--- src/rtl/sipo_pkg.sv ---
// Shared definitions for the serial-in, parallel-out receiver: FSM state
// encodings, default word width and the bit-counter width helper.
package sipo_pkg;

    localparam int unsigned SIPO_WIDTH_DEFAULT = 4;

    // Frame phase: collecting data bits, or waiting for the trailing parity bit
    localparam logic [0:0] ST_DATA   = 1'b0;
    localparam logic [0:0] ST_PARITY = 1'b1;

    // Bits needed to count 0..value-1; never less than one bit
    function automatic int unsigned clog2(input int unsigned value);
        int unsigned r;
        r = 0;
        while ((32'd1 << r) < value) begin
            r = r + 1;
        end
        return (r == 0) ? 1 : r;
    endfunction

endpackage

--- src/rtl/sipo_shreg.sv ---
// WIDTH-bit shift register with enable and synchronous clear. MSB_FIRST=1
// shifts towards the MSB so the first bit ends up in q[WIDTH-1]; MSB_FIRST=0
// shifts towards the LSB so the first bit ends up in q[0].
module sipo_shreg #(
    parameter int unsigned WIDTH     = 4,
    parameter bit          MSB_FIRST = 1'b1
) (
    input  logic             clk,
    input  logic             clr,
    input  logic             en,
    input  logic             din,
    output logic [WIDTH-1:0] q,
    output logic [WIDTH-1:0] q_next
);

    // Value the register takes if the current bit is shifted in
    always_comb begin
        q_next = q;
        if (MSB_FIRST) begin
            q_next = {q[WIDTH-2:0], din};
        end else begin
            q_next = {din, q[WIDTH-1:1]};
        end
    end

    // Clear wins over shifting
    always_ff @(posedge clk) begin
        if (clr) begin
            q <= '0;
        end else if (en) begin
            q <= q_next;
        end
    end

endmodule

--- src/rtl/sipo_rx.sv ---
// Serial-in, parallel-out receiver with valid/ready output handshake and a
// sticky overrun flag. Define PARITY_CHECK_EN to expect an even-parity bit
// after each data word; otherwise out_perr is tied low.
module sipo_rx
    import sipo_pkg::*;
#(
    parameter int unsigned WIDTH     = SIPO_WIDTH_DEFAULT,
    parameter bit          MSB_FIRST = 1'b1
) (
    input  logic             clk,
    input  logic             rst_n,
    input  logic             sin,
    input  logic             sin_en,
    input  logic             clear,
    output logic [WIDTH-1:0] q,
    output logic [WIDTH-1:0] qb,
    output logic             out_valid,
    input  logic             out_ready,
    output logic             out_perr,
    output logic             busy,
    output logic             overrun
);

    localparam int unsigned CW = clog2(WIDTH);

    logic [CW-1:0]    bit_cnt;
    logic [WIDTH-1:0] sh_q;
    logic [WIDTH-1:0] sh_next;
    logic [WIDTH-1:0] word_in;
    logic             take;
    logic             last_bit;
    logic             complete;
    logic             sh_en;

    // A bit arriving together with clear is discarded
    assign take     = sin_en && !clear;
    assign last_bit = (bit_cnt == CW'(WIDTH - 1));

    sipo_shreg #(
        .WIDTH     (WIDTH),
        .MSB_FIRST (MSB_FIRST)
    ) u_shreg (
        .clk    (clk),
        .clr    (!rst_n || clear),
        .en     (sh_en),
        .din    (sin),
        .q      (sh_q),
        .q_next (sh_next)
    );

`ifdef PARITY_CHECK_EN
    logic [0:0] state;
    logic       perr_in;
    logic       perr_q;

    // Data is complete in the register once the parity bit arrives
    assign sh_en    = take && (state == ST_DATA);
    assign complete = take && (state == ST_PARITY);
    assign word_in  = sh_q;
    assign perr_in  = (^sh_q) ^ sin;
    assign busy     = (bit_cnt != '0) || (state == ST_PARITY);
    assign out_perr = perr_q;

    // Frame sequencing: WIDTH data bits then one parity bit
    always_ff @(posedge clk) begin
        if (!rst_n || clear) begin
            bit_cnt <= '0;
            state   <= ST_DATA;
        end else if (take) begin
            if (state == ST_PARITY) begin
                state <= ST_DATA;
            end else if (last_bit) begin
                bit_cnt <= '0;
                state   <= ST_PARITY;
            end else begin
                bit_cnt <= bit_cnt + CW'(1);
            end
        end
    end
`else
    logic unused_sh_q;

    // Word completes on the last data bit, so load the shifted-in value
    assign sh_en       = take;
    assign complete    = take && last_bit;
    assign word_in     = sh_next;
    assign busy        = (bit_cnt != '0);
    assign out_perr    = 1'b0;
    assign unused_sh_q = ^sh_q;

    // Data bit counter wraps at WIDTH
    always_ff @(posedge clk) begin
        if (!rst_n || clear) begin
            bit_cnt <= '0;
        end else if (take) begin
            bit_cnt <= last_bit ? '0 : bit_cnt + CW'(1);
        end
    end
`endif

    // Output word, handshake and overrun; a completion into a stalled slot is dropped
    always_ff @(posedge clk) begin
        if (!rst_n) begin
            q         <= '0;
            qb        <= '1;
            out_valid <= 1'b0;
            overrun   <= 1'b0;
`ifdef PARITY_CHECK_EN
            perr_q    <= 1'b0;
`endif
        end else begin
            if (clear) begin
                overrun <= 1'b0;
            end
            if (complete) begin
                if (!out_valid || out_ready) begin
                    q         <= word_in;
                    qb        <= ~word_in;
                    out_valid <= 1'b1;
`ifdef PARITY_CHECK_EN
                    perr_q    <= perr_in;
`endif
                end else begin
                    overrun <= 1'b1;
                end
            end else if (out_valid && out_ready) begin
                out_valid <= 1'b0;
            end
        end
    end

endmodule

--- config.mk ---
export PLATFORM = sky130hd
export DESIGN_NAME = sipo_rx
export DESIGN_NICKNAME = d
export VERILOG_FILES = /design/src/rtl/sipo_pkg.sv /design/src/rtl/sipo_shreg.sv /design/src/rtl/sipo_rx.sv
export SDC_FILE = /design/constraint.sdc
export NUM_CORES = 1
export LEC_CHECK = 0
export BUFFER_PORTS_ARGS = -buffer_cell sky130_fd_sc_hd__buf_4
export CORE_AREA = 2 2 39 41
export DETAILED_ROUTE_END_ITERATION = 7
export DIE_AREA = 0 0 41 43
export HOLD_SLACK_MARGIN = 0.12
export PLACE_DENSITY = 0.72
export SETUP_SLACK_MARGIN = 0.05
export SYNTH_ARGS = -nofsm -noshare
export SYNTH_HDL_FRONTEND = slang
export SYNTH_SLANG_ARGS = --single-unit
--- constraint.sdc ---
create_clock -name clk -period 2.06 [get_ports clk]
set_clock_uncertainty 0.2 [all_clocks]
set_input_delay 0.309 -clock clk [delete_from_list [all_inputs] [get_ports clk]]
set_output_delay 0.309 -clock clk [all_outputs]
set_load 0.05 [all_outputs]
==> results.toml <==
[job]
max_cap_viol_count = 0

[cts]
cts_num_sinks = 15
cts_tree = "built"
path_clk_slew_ns = 0.09
cts_resized = 0
worstSkewPairLatency_ns = 0.29
h-tree-depth = 1
cts_root_buffer = "clkbuf_4"
cts_made_buffers = 3
clock_path_buffers = 2

[die]
coreArea_um2 = 1380
die-width_um = 41
die_y_um = 43
die-area_um2 = 1760
floorplan.io_pins = 18
initial_utilization_pct = 43.2
rows = 14

[setup_path]
critPathArrivalTime_ns = 1.14
critPathMaxFanout = 4
cp-end-kind = "output pin"
r2r-start = "bit_cnt[0]"
cp-start-kind = "register"
timing.rr.end = "q[3]"
crit_type = "reg2out"
critPathLaunch = "bit_cnt[0]"
rrSetupSlack_ns = 0.46
critPathRequiredTime_ns = 1.55
endpoint = "busy"
rr_worst_depth = 4

[sta]
fin_crit_ns = 1.65
setup_violations = 0
fin_tns_setup_ns = 0
rsz0062_at_grt = "no"
max_freq_mhz = 605
holdWs_ns = 0.168
post-route-period-util_pct = 80.3
timing.final.hold_violations = 0
drv_slew = 0

[synth]
yosys.area.top_type = "dfxtp_1"
ys_seq_area_share_pct = 50.2
syn-cell-area_um2 = 598
synth_edf_count = 0
synthesis.nets = 60
syn_inst = 52
synth.most_common_cell = "dfxtp_1"
async_flop_share_pct = 0
synth_area_leaders = "dfxtp_1 50%, mux2i_1 8.4%, a22o_1 5.9%, a2bb2oi_1 5.9%, nor2_1 5.0%"
ys.warnings.count = 0
yosysUniqueCellTypes = 17
synth_flop_cell = "dfxtp_1"
synthTopCellsByCount = "15 x dfxtp_1, 8 x nor2_1, 5 x mux2i_1, 4 x a22o_1, 4 x a2bb2oi_1"
synth.top_cell.area_share_pct = 50.2
syn_area_per_cell_um2 = 11.5
ys_seq_elements = 15

[finish]
ff_latch_area_um2 = 300
layout.nets = 81
antenna_cells = 0
syn2layout_area_growth_pct = 28.9
drive_gt1_share_pct = 33.3
multiInputGateArea_um2 = 272
fill_cells = 123
post-route-util_pct = 55.7
final_cell_area_um2 = 771

[pwr]
ir_drop_uv = 415
power_density_nw_per_um2 = 657
p_leak_nw = 0.353

[detailed_routing]
post_drt_via_cell_ratio = 4.98
drt-total-wl_mm = 1.06
wl_per_cell_um = 12.1
vias = 438
drt-pass1-iter-count = 2
ant_nets = 0
drtIter0Drc = 9
drc = 0

[placement]
hpwl_um = 793
numPortBuffers = 16
routabilityCongestion = 0.671
dpl_cell_area_um2 = 723

[run_status]
status = "complete, no violations"

[worst_hold_path]
hp-class = "in2reg"

[global_route]
grt_usage_pct = 15.2
grt_overflow = 0
grt_first_pass_wirelength_mm = 1.76
grt_max_degree = 10
antenna_found_initial = 0
grt_pass1_vias = 405
[worst min path at each step]
| stage | endpoint | slack [ns] | cells past startpoint | from |
|---|---|---|---|---|
| floorplan | qb[0] | 0.20 | 1 | sin |
| global placement | overrun | 0.26 | 2 | overrun |
| detailed placement | qb[3] | 0.26 | 1 | u_shreg.q[2] |
| CTS | bit_cnt[0] | 0.18 | 3 | sin_en |
| global route | bit_cnt[1] | 0.18 | 3 | sin_en |
| finish | bit_cnt[0] | 0.17 | 3 | sin_en |
[timing repair]
item / in CTS / in global routing
setup buffers: 0 / 0
endpoints found under the setup margin: 0 / 0
hold buffers: 2 / 0
endpoints found under the hold margin: 4 / 0
[kinds of logic after synthesis]
logic type / share of synthesized area [%]
other: 0.627
adders and majority gates: 4.18
buffers and inverters: 4.39
muxes: 8.37
and+or+nand+nor: 13.2
DFF: 50.2
AOI/OAI and AO/OA: 19.0
[placed cells by master (no fill, tap or decap), drive strengths merged]
| cell | instances |
|---|---|
| a31oi | 1 |
| clkinv | 1 |
| o21a | 1 |
| nand2b | 1 |
| a2bb2oi | 4 |
| clkbuf | 3 |
| dlygate4sd3 | 2 |
| inv | 3 |
| nand2 | 1 |
| o31a | 1 |
| ha | 2 |
| a22o | 4 |
| nor3 | 1 |
| nor2 | 8 |
| buf | 16 |
| o31ai | 1 |
| conb | 1 |
| and2b | 1 |
| dfxtp | 15 |
| mux2i | 5 |
[power by group]
group | internal, mW | leakage (nW) | switching, mW
clock | 0.0722 | 0.0177 | 0.0936
combinational | 0.0208 | 0.214 | 0.0260
sequential | 0.292 | 0.121 | 0.00204
[layer usage]
| layer | wire [um] | track usage [%] |
|---|---|---|
| met2 | 510 | 21.9 |
| met4 | 12 | 10.0 |
| met3 | 57 | 3.14 |
| met1 | 480 | 19.7 |
| met5 | 0 | 0 |
[registers in the layout, summed over array words and instances (netlist names)]
register and cells:
overrun 1, bit_cnt 2, u_shreg.q 3, out_valid 1, q 4, qb 4
[final cells by class]
type / count / area share, %
clock buffers: 3 / 2.92
clock inverters: 1 / 0.649
inverters: 3 / 1.46
multi-input cells: 32 / 35.2
flip-flops and latches: 15 / 39.0
well taps: 16 / 2.60
repair buffers: 18 / 18.2
[stage by stage]
stage	setup WS, ns	std cells	power, mW
floorplan	0.501	52	0.331
global placement	0.551	82	0.344
detailed placement	0.480	82	0.345
CTS	0.399	88	0.509
global route	0.328	88	0.524
finish	0.407	88	0.506
[critical path: stages, from the launching register on]
cell,delay [ns]
dfxtp_1,0.38
inv_1,0.06
ha_1,0.18
inv_1,0.05
buf_4,0.18
Note: power is estimated with default switching activity, not from simulation.
